### src/rtl/prime_search_controller.sv
// Prime search controller: requests random candidates and trial-divides each one until a prime is found.
// Optional build macro PRIME_SEARCH_STATS_EN adds the attempts output (tries used by the last search).
module prime_search_controller #(
  parameter int unsigned MAX_TRIES  = 8,
  parameter int unsigned WAIT_LIMIT = 16
) (
  input  logic       clk,
  input  logic       rst,
  input  logic       start,
  output logic       gen_enable,
  input  logic       cand_valid,
  input  logic [6:0] cand,
  output logic       busy,
  output logic       done,
  output logic       fail,
  output logic [6:0] prime
`ifdef PRIME_SEARCH_STATS_EN
  ,
  output logic [3:0] attempts
`endif
);

  localparam int unsigned NUM_W    = 7;
  localparam int unsigned TRY_W    = 4;
  localparam int unsigned IDX_W    = 3;
  localparam int unsigned WAIT_W   = (WAIT_LIMIT > 1) ? $clog2(WAIT_LIMIT) : 1;
  localparam logic [IDX_W-1:0] LAST_IDX = IDX_W'(4);

  typedef enum logic [2:0] {
    IDLE  = 3'd0,
    REQ   = 3'd1,
    WAIT  = 3'd2,
    CHECK = 3'd3,
    NEXT  = 3'd4,
    FIN   = 3'd5
  } state_t;

  state_t             state, state_next;
  logic [TRY_W-1:0]   tries, tries_next;
  logic [NUM_W-1:0]   num, num_next;
  logic [NUM_W-1:0]   rem, rem_next;
  logic [IDX_W-1:0]   d_idx, idx_next;
  logic [WAIT_W-1:0]  wait_cnt, wait_next;
  logic [NUM_W-1:0]   prime_next;
  logic               fail_next;
  logic [NUM_W-1:0]   d;

  // Divisor table; 11 is the largest prime not above sqrt(127)
  function automatic logic [NUM_W-1:0] divisor(input logic [IDX_W-1:0] idx);
    case (idx)
      3'd0:    divisor = 7'd2;
      3'd1:    divisor = 7'd3;
      3'd2:    divisor = 7'd5;
      3'd3:    divisor = 7'd7;
      default: divisor = 7'd11;
    endcase
  endfunction

  assign d = divisor(d_idx);

  // State and datapath registers
  always_ff @(posedge clk) begin
    if (!rst) begin
      state      <= IDLE;
      tries      <= '0;
      num        <= '0;
      rem        <= '0;
      d_idx      <= '0;
      wait_cnt   <= '0;
      prime      <= '0;
      fail       <= 1'b0;
      gen_enable <= 1'b0;
      busy       <= 1'b0;
      done       <= 1'b0;
    end else begin
      state      <= state_next;
      tries      <= tries_next;
      num        <= num_next;
      rem        <= rem_next;
      d_idx      <= idx_next;
      wait_cnt   <= wait_next;
      prime      <= prime_next;
      fail       <= fail_next;
      gen_enable <= (state_next == REQ);
      busy       <= (state_next != IDLE);
      done       <= (state_next == FIN);
    end
  end

  // Next-state and datapath update
  always_comb begin
    state_next = state;
    tries_next = tries;
    num_next   = num;
    rem_next   = rem;
    idx_next   = d_idx;
    wait_next  = wait_cnt;
    prime_next = prime;
    fail_next  = fail;

    case (state)
      IDLE: begin
        if (start) begin
          state_next = REQ;
          tries_next = '0;
          prime_next = '0;
          fail_next  = 1'b0;
        end
      end
      REQ: begin
        tries_next = tries + TRY_W'(1);
        wait_next  = '0;
        state_next = WAIT;
      end
      WAIT: begin
        if (cand_valid) begin
          num_next   = cand;
          rem_next   = cand;
          idx_next   = '0;
          state_next = CHECK;
        end else if (wait_cnt == WAIT_W'(WAIT_LIMIT - 1)) begin
          fail_next  = 1'b1;
          prime_next = '0;
          state_next = FIN;
        end else begin
          wait_next = wait_cnt + WAIT_W'(1);
        end
      end
      CHECK: begin
        if (num < NUM_W'(2)) begin
          state_next = NEXT;
        end else if (num == d) begin
          prime_next = num;
          fail_next  = 1'b0;
          state_next = FIN;
        end else if (rem >= d) begin
          rem_next = rem - d;
        end else if (rem == '0) begin
          state_next = NEXT;
        end else if (d_idx == LAST_IDX) begin
          prime_next = num;
          fail_next  = 1'b0;
          state_next = FIN;
        end else begin
          idx_next = d_idx + IDX_W'(1);
          rem_next = num;
        end
      end
      NEXT: begin
        if (tries == TRY_W'(MAX_TRIES)) begin
          fail_next  = 1'b1;
          prime_next = '0;
          state_next = FIN;
        end else begin
          state_next = REQ;
        end
      end
      FIN: begin
        state_next = IDLE;
      end
      default: begin
        state_next = IDLE;
      end
    endcase
  end

`ifdef PRIME_SEARCH_STATS_EN
  // Tries used by the last search, captured as the search finishes
  always_ff @(posedge clk) begin
    if (!rst) begin
      attempts <= '0;
    end else if (state == IDLE && start) begin
      attempts <= '0;
    end else if (state_next == FIN) begin
      attempts <= tries;
    end
  end
`endif

endmodule

### config.mk
export PLATFORM = sky130hd
export DESIGN_NAME = prime_search_controller
export DESIGN_NICKNAME = d
export VERILOG_FILES = /design/src/rtl/prime_search_controller.sv
export SDC_FILE = /design/constraint.sdc
export NUM_CORES = 1
export LEC_CHECK = 0
export ABC_CLOCK_PERIOD_IN_PS = 2600
export CORE_MARGIN = 1
export CORE_UTILIZATION = 50
export DETAILED_ROUTE_END_ITERATION = 16
export MAX_ROUTING_LAYER = met4
export PLACE_DENSITY = 0.74
export SLEW_MARGIN = 20
export SYNTH_ARGS = -nofsm -noshare
export SYNTH_HDL_FRONTEND = slang
export SYNTH_SLANG_ARGS = --single-unit
### constraint.sdc
create_clock -name clk -period 2.6 [get_ports clk]
set_input_delay 0.52 -clock clk [delete_from_list [all_inputs] [get_ports clk]]
set_output_delay 0.52 -clock clk [all_outputs]
set_load 0.02 [all_outputs]
==> summary.md <==
| Metric | Value |
|---|---|
| Worst skew pair latency | 0.31 ns |
| Post-DRT Antenna Nets | 0 |
| CP cell instances | ha_4 > ha_4 > nor3b_4 > ha_1 > nor2b_4 > o31a_1 > o31ai_4 > buf_4 > buf_4 > o22a_1 > nor2_1 |
| Port Buffers | 21 |
| CP top delay family | compound AO/OA/AOI/OAI gates |
| Worst-path clk slew | 0.09 ns |
| Worst slew margin | 63.0% |
| Total CTS buffers | 5 |
| ANT cells | 0 |
| Max Cap Viol | 0 |
| Reg-to-reg setup timing slack | -0.00002 ns |
| Largest cells by area after synthesis | dfxtp_1 (33%), nand2_1 (6.7%), ha_1 (5.9%), a21boi_1 (5.8%), nor2_1 (3.4%) |
| First-pass GRT wire length | 9.49 mm |
| Share of layout cells above drive strength 1 | 18.8% |
| Core ar. | 4410 sq um |
| Number of global-route vias before repair | 2104 |
| Sequential element share of the synthesized area | 33.4% |
| CTS tree | done |
| # H-tree levels | 2 |
| Internal power | 0.00113 W |
| Worst hold slack | 0.465 ns |
| Slew Limit Fails | 0 |
| RSZ-0062 raised after global routing | yes |
| CP Class | reg2reg |
| Hold crit path type | reg2reg |
| Placement Rows | 24 |
| Reg-to-Reg End | state[1] |
| Slew @ Worst Pin | 0.553 ns |
| Logic pwr share | 22.6% |
| Switching share of power | 29.2% |
| Starting Density | 52.9% |
| Critical Path Source | d_idx[1] |
| Library cells used by synthesis | 49 |
| Die Height | 70.4 um |
| Clock buffer depth | 2 |
| Leak | 1.16 nW |
| Peak supply drop | 0.472 mV |
| Total power | 0.00159 W |
| Clock sink count | 39 |
| Setup Viol. Count Final | 1 |
| Synthesized area | 2340 sq um |
| Kind of start point of the critical path | flip-flop |
| Area Growth Syn to Fin | 30.4% |
| Nets | 351 |
| Hold_buf cts | 0 |
| Total gr overflow | 0 |
| Worst EP required | 2.79 ns |
| Number of enable flip-flop cells after synthesis | 0 |
| Most used DFF post-synth | dfxtp_1 |
| Crit path DAT | 2.79 ns |
| Pre-Repair DR Iteration Count | 4 |
| Warnings, synthesis | 0 |
| Root buf cell | clkbuf_8 |
| Vias/cell | 5.90 |
| Sequential power share | 40.6% |
| NetSw | 0.000465 W |
| Yosys top cell area share | 33.4% |
| Clock network fraction of total power | 36.8% |
| Gr usage total | 24.7% |
| Pre-CTS WS | -0.0454 ns |
| # IOs | 22 |
| Cell accounting for the most synthesized area | dfxtp_1 |
| Die ar. | 4950 sq um |
| HPWL after DPL | 4.22 mm |
| # DRC | 0 |
| Routed WL | 5.83 mm |
| Post-Synthesis Cells | 286 |
| Reg2Reg Depth | 11 |
| Violated checks | setup timing |
| Crit path depth | 11 |
| 1st-iter DRT viols | 142 |
| Bufs and invs on worst path | 2 |
| F_max | 385 MHz |
| Reg-to-reg critical path startpoint | d_idx[1] |
| Final hold violations | 0 |
| Via count | 2246 |
| Async set-reset flop share out of synthesis | 0% |
| Die W | 70.4 um |
| Final Skew | 0.0135 ns |
| Initial antenna violation count | 0 |
| RD Place Congestion | 0.986 |
| CP max stage delay | 0.41 ns |
| Mapped Nets | 309 |
| Final WS setup | -0.0000202 ns |
| CP Max Fanout | 4 |
| Synthesis-stage register bit count | 39 |
| PD cells | 523 nW/um^2 |
| Tmin final | 2.60 ns |
| Worst setup endpoint | state[1] |
| Status | complete, but fails checks |
| Largest net degree at the start of global routing | 18 |
| Syn avg cell area | 8.17 sq um |
| Worst path slowest cell | o31ai_4 |
| Crit end category | flip-flop |
| DR WL/cell | 15.3 um |
| Final period util | 100% |
[cells in the mapped netlist (all sizes together), types with 4 or more instances]
library cell / count
nand2b: 9
o21ai: 10
xor2: 6
o211ai: 4
o31ai: 4
a21boi: 18
o31a: 4
a21oi: 10
nor4: 4
inv: 12
clkbuf: 12
and2: 8
nor3: 7
o211a: 5
dfxtp: 39
ha: 11
or3: 5
nor2: 21
nand2: 42
nand3: 14
[cell families after synthesis]
group                      count (synthesis)  share of synthesized area [%]
buffers and inverters                     26                           4.82
muxes                                      3                           1.28
adders and majority gates                 12                           6.75
AOI/OAI and AO/OA                         79                           26.2
xor gates and xnor gates                   7                           2.62
DFF                                       39                           33.4
and+or+nand+nor                          120                           24.9
[power groups by stage]
stage	Sequential, W	Combinational (W)	Clock (W)
after floorplan	0.000652	0.000227	0
after global placement	0.000658	0.000339	0
after detailed placement	0.000659	0.000345	0
after CTS	0.000645	0.000348	0.000594
after global routing	0.000649	0.000390	0.000614
final	0.000646	0.000360	0.000587
[cells in the final DEF (no fill, tap or decap), types with 6 or more instances in the layout]
cell type / n
a21boi_1: 17
xor2_1: 6
buf_4: 26
clkdlybuf4s50_1: 21
nor3_1: 7
a21oi_1: 10
nor2_1: 20
and2_1: 8
dfxtp_1: 36
nand2b_1: 9
nand2_1: 41
nand3_1: 14
ha_1: 7
inv_1: 12
[layout make-up]
| cell class | instances | area [sq um] |
|---|---|---|
| multi-input combinational | 222 | 1590 |
| fill | 355 | 1370 |
| sequential | 39 | 787 |
| timing repair buffer | 48 | 425 |
| clock buffer | 6 | 93.8 |
| tap | 52 | 65.1 |
| inverter | 12 | 45.0 |
| clock inverter | 2 | 37.5 |
[routing by layer]
| metal | share of wire (%) | GRT usage, % |
|---|---|---|
| met4 | 2.1 | 8.22 |
| met2 | 48 | 42.5 |
| met5 | 0 | - |
| met3 | 4.9 | 3.61 |
| met1 | 45 | 29.3 |
[state kept, by name (all words and copies together), names as in the netlist]
register / cells
tries: 4
gen_enable: 1
wait_cnt: 4
d_idx: 3
busy: 1
state: 3
prime: 7
fail: 1
num: 7
rem: 7
done: 1
[what timing repair did]
item                       in CTS  in global routing
buffers inserted                0                  1
cloned                          0                  1
gates resized for setup         3                  9
pin swaps                       5                  6
setup endpoints to repair       8                 18
[tightest hold or removal path, stage by stage (launching register included)]
cell,delay [ns]
dfxtp_1,0.31
nand2b_1,0.06
a21boi_1,0.05
[per-stage QoR]
stage	utilization [%]	TNS, ns	cells	area [sq um]
2_1_floorplan	-	-0.0321	286	2440
3_3_place_gp	64.4	0	371	2840
3_5_place_dp	64.4	-0.128	371	2840
4_1_cts	67.6	-0.0159	379	2980
5_1_grt	69.0	-1.03	381	3050
6_report	69.0	-0.0000202	381	3050
[how the worst min path moves through the flow]
stage	startpoint	end	slack (ns)	cells past startpoint
after floorplan	tries[3]	tries[3]	0.43	1
after global placement	prime[0]	prime[0]	0.45	2
after detailed placement	prime[3]	prime[3]	0.45	2
after CTS	prime[3]	prime[3]	0.47	2
after global routing	prime[0]	prime[0]	0.50	2
final	prime[3]	prime[3]	0.47	2
Power figures use the tool's default switching activity.
==> RTL change 1 (same flow settings) <==
Re-encode `state_t` (6 states) as Gray code, 3 bits wide.
--- a/src/rtl/prime_search_controller.sv
+++ b/src/rtl/prime_search_controller.sv
@@ -27,12 +27,12 @@
   localparam logic [IDX_W-1:0] LAST_IDX = IDX_W'(4);
 
   typedef enum logic [2:0] {
-    IDLE  = 3'd0,
-    REQ   = 3'd1,
-    WAIT  = 3'd2,
-    CHECK = 3'd3,
-    NEXT  = 3'd4,
-    FIN   = 3'd5
+    IDLE  = 3'b000,
+    REQ   = 3'b001,
+    WAIT  = 3'b011,
+    CHECK = 3'b010,
+    NEXT  = 3'b110,
+    FIN   = 3'b111
   } state_t;
 
   state_t             state, state_next;
Check against the original RTL: no difference found for any inputs over 10 cycles, from zero or initial values and one cycle with rst low; not proved beyond that.
==> RTL change 1 against the unedited design <==
- the run still ends with negative setup slack left
- count of clock-buffer cells in the layout grew 1
- combinational power grew 48%
- maximum frequency shrank 3.0%
- non-clock buffer count grew 10
- synthesized cell count grew 2.8%
- total power grew 0.17%
- sequential cell count is the same
- utilization grew 0.17 points
- setup slack lost 0.082 ns
- largest power group unchanged
- highest routed layer unchanged
- area after synthesis shrank 0.80%
- design area grew 0.25%
- critical endpoint is now d_idx[0]
- wire length grew 7.5%
==> RTL change 1: results (changes against the unedited design) <==
Commonest cells post-synth=nand2_1, dfxtp_1, a21oi_1; Non-CTS inverters=13 (+1); multi-input gates=230 (+3.6%); M1 GR Usage=0.340 (+0.0469); Seq area share=0.257 (-0.00104); M1 wire length=2870 um (+10%); Nets=370 (+5.4%); sequential power=658 uW (+2%); metal3 WL=277 um (-2.5%); Post-Route Setup TNS=-0.236 ns (-0.236 ns); failing checks=negative setup slack; first-pass GRT wire length=10500 um (+10%); dpl cell area=2820 um^2 (-0.62%); Lkg Pwr=0.00116 uW (+0.17%); Post-CTS Setup Bufs=4 (+4); Seq/Total Area, Yosys=0.337 (+0.00270); met2 WL=2970 um (+5.6%); placed instance count=384 (+3.5%); Syn Nets=317 (+2.6%); worst clock skew=0.00317 ns (-0.0103 ns); multi-input gate area in the final layout=1570 um^2 (-1.4%); HPWL Detailed=4450 um (+5.6%); clock-cell share of area=0.0266 (-0.0165); Worst Slack Setup Final=-0.0815 ns (-0.0815 ns); met2 usage=0.426 (+0.000885); Tot GR Track Use=0.274 (+0.0270); routed wire length=6260 um (+7.5%); RD Place Congestion=0.926 (-6.1%); Vias=2356 (+4.9%); Final setup violation count=4 (+3); Netlist cell types=53 (+8.2%); Post-CTS Resized=12 (+9); Synth Instances=294 (+2.8%); drt initial violations=186 (+31%); Hold Crit Endpoint=prime[5]; multi-input gate share of the layout cell area=0.514 (-0.00866); critical hold path startpoint=prime[5]; dominant cells by area after synthesis=dfxtp_1, nand2_1, ha_1; Non-clock buffers=58 (+21%); Post-Layout Cell Count=400 (+5.0%); final-layout non-clock buffer area share=0.164 (+0.0242); sequential share of power=0.412 (+0.006); status=finished with violations; Max VDD drop=0.000248 V (-47%); seq_cells=39 (unchanged); Worst Tran Pin Value=0.644 ns (+0.0919 ns); Num CTS Buffers=5 (unchanged); CP max stage cell=or4_4; combinational share of power=0.333 (+0.107); # clk buffers=7 (+1); arrival time worst endpoint=2.91 ns (+0.12 ns); end of the critical path=d_idx[0]; Sw Share=0.335 (+0.0427); largest net degree at the start of global routing=30 (+12)
RTL change 1: cell count changes in the layout (fill, tap and decap cells not counted), sizes merged, moves of 3 or more:
| cell | change |
|---|---|
| a21oi | +14 |
| o211a | -4 |
| buf | +10 |
| or4 | +3 |
| o31a | -4 |
| nand3 | +8 |
| o21ai | +4 |
| a21boi | -18 |
| and2 | -5 |
| mux2i | +6 |
RTL change 1: cell families after synthesis:
family / Yosys count / synth area share
adder cells (fa/ha/maj): 12 / 0.0680
flip-flops: 39 / 0.337
multiplexers: 9 / 0.0389
XOR/XNOR: 6 / 0.0227
AO/OA/AOI/OAI: 69 / 0.199
buffers and inverters: 25 / 0.0410
AND/OR/NAND/NOR: 134 / 0.294
RTL change 1: critical path: cells and delay by family (launching register included):
kind	cells	cell delay, ns
buffers and inverters	1	0.04
DFF	1	0.37
adders and majority gates	2	0.36
and+or+nand+nor	6	1.68
AOI/OAI and AO/OA	1	0.15
==> RTL change 2 (same flow settings) <==
Made on the original files. `WAIT_LIMIT`: 16 -> 32.
--- a/src/rtl/prime_search_controller.sv
+++ b/src/rtl/prime_search_controller.sv
@@ -2,7 +2,7 @@
 // Optional build macro PRIME_SEARCH_STATS_EN adds the attempts output (tries used by the last search).
 module prime_search_controller #(
   parameter int unsigned MAX_TRIES  = 8,
-  parameter int unsigned WAIT_LIMIT = 16
+  parameter int unsigned WAIT_LIMIT = 32
 ) (
   input  logic       clk,
   input  logic       rst,
Behaviour: same outputs for any inputs over 10 cycles, from zero or initial values and one cycle with rst low; that may be too few to reach the edited logic, so the function may still have changed.
==> RTL change 2 against the unedited design <==
- the run still ends with negative setup slack left
- sequential cell count rose by 1
- setup slack got worse by 0.028 ns
- via count grew 1.1%
- design area grew 2.6%
- area after synthesis is 1.3% lower
- wire length increased by 7.5%
- highest routed layer unchanged
- utilization up 2.3 points
Power is not compared: it rests on default switching activity, and its combinational part moved more than twofold at a synthesized area within 25%.
==> RTL change 2: results (changes against the unedited design) <==
routed wire length=6270 um (+7.5%); Worst Slack Setup Final=-0.0276 ns (-0.0276 ns); Worst Tran Pin Value=0.548 ns (-0.00504 ns); largest net degree at the start of global routing=26 (+8); delay-heaviest family, CP=simple AND/OR/NAND/NOR gates; Post-Route Setup TNS=-0.0501 ns (-0.0501 ns); Pre-antenna DRT Iters=5 (+1); mux contribution to synthesized area=0.0179 (+0.00505); Synth warnings=0 (unchanged); Tot GR Track Use=0.264 (+0.0168); worst clock skew=0.00691 ns (-0.00660 ns); Synth Area in Compound Gates=0.249 (-0.0129); placed instance count=375 (+1.1%); first-pass GRT wire length=9940 um (+4.7%); flop-to-flop setup slack=-0.03 ns (-0.03 ns); Crit Path Max Fanout=5 (+1); failing checks=negative setup slack; filler cell count=345 (-2.8%); CP max stage delay=0.38 ns (-0.03 ns); drt initial violations=161 (+13%); Syn Nets=312 (+0.97%); XOR/XNOR Fraction of Synth Area=0.0228 (-0.00345); Lkg Pwr=roughly 0.0012 uW; Seq/Total Area, Yosys=0.347 (+0.0130); CP max stage cell=a2111oi_2; pre-CTS setup slack=-0.108 ns (-0.0628 ns); Post-Layout Cell Count=392 (+2.9%); end of the critical path=rem[1]; share of layout cells above drive strength 1=0.238 (+0.0498); RD Place Congestion=0.902 (-8.5%); status=finished with violations; reg2reg path depth=12 (+1); HPWL Detailed=4180 um (-0.96%); dominant cells by area after synthesis=dfxtp_1, ha_1, a21oi_1; Netlist cell types=57 (+16%); Top Registers=num: 7 flops, prime: 7 flops, rem: 7 flops; Commonest cells post-synth=dfxtp_1, nand2_1, a21oi_1; Avg Cell Area, Syn=8.01 um^2 (-2.0%); Synth Area in Adders=0.0738 (+0.00630); arrival time worst endpoint=2.88 ns (+0.09 ns); Nets=363 (+3.4%); number of diodes=0 (unchanged); Final setup violation count=4 (+3); vias in the first global route=2085 (-0.90%); DR vias/cell=5.79 (-1.8%)
RTL change 2: cell count changes after synthesis, sizes merged, moves of 3 or more:
cell and change:
nand2 -4, o21ai +5, clkbuf -4, and2 -7, nand3 +3, a21oi +19, nand2b +6, a21boi -15
RTL change 2: what timing repair did:
item | in CTS | in global routing
resized for setup | 20 | 26
cloned | 1 | 0
endpoints found under the setup margin | 17 | 23
setup buffers | 4 | 5
pin swaps | 10 | 20
RTL change 2: area by class of cell:
class | count | area [um^2] | share of cell area
sequential | 40 | 806 | 0.258
multi-input combinational | 224 | 1640 | 0.524
inverter | 14 | 52.6 | 0.0168
clock inverter | 3 | 23.8 | 0.00760
timing repair buffer | 54 | 473 | 0.151
tap | 52 | 65.1 | 0.0208
clock buffer | 5 | 68.8 | 0.0220
RTL change 2: how the worst min path moves through the flow:
stage                      startpoint           to  slack (ns)
final                        d_idx[2]     d_idx[2]        0.47
after global routing         prime[5]     prime[5]        0.51
after CTS                    d_idx[2]     d_idx[2]        0.48
after detailed placement     prime[5]     prime[5]        0.46
after global placement       prime[4]     prime[4]        0.46
after floorplan           wait_cnt[4]  wait_cnt[4]        0.45
RTL change 2: power breakdown:
| group | internal, uW | switching [uW] | leakage [uW] |
|---|---|---|---|
| registers | 666 | 76.0 | 0.000325 |
| clock network | 190 | 242 | 0.0000404 |
| logic | 462 | 511 | 0.000821 |
| total | 1320 | 829 | 0.00119 |
RTL change 2: tightest hold or removal path, stage by stage (launching register included):
cell	delay, ns
dfxtp_1	0.33
nand2_1	0.06
a21oi_1	0.05
RTL change 2: kinds of logic after synthesis:
group / Yosys count
adder cells (fa/ha/maj): 13
flip-flops: 40
XOR/XNOR: 6
buffers and inverters: 25
multiplexers: 4
AO/OA/AOI/OAI: 85
AND/OR/NAND/NOR: 115
RTL change 2: stage by stage:
stage | util | cell area, um^2
final | 0.713 | 3130
after global routing | 0.713 | 3130
after CTS | 0.668 | 2930
after detailed placement | 0.619 | 2720
after global placement | 0.619 | 2720
after floorplan | - | 2310
RTL change 2: routing by layer:
metal,global-route usage,part of all wire
met2,0.412,0.47
met1,0.339,0.46
met5,-,0
met4,0.107,0.026
met3,0.0462,0.047
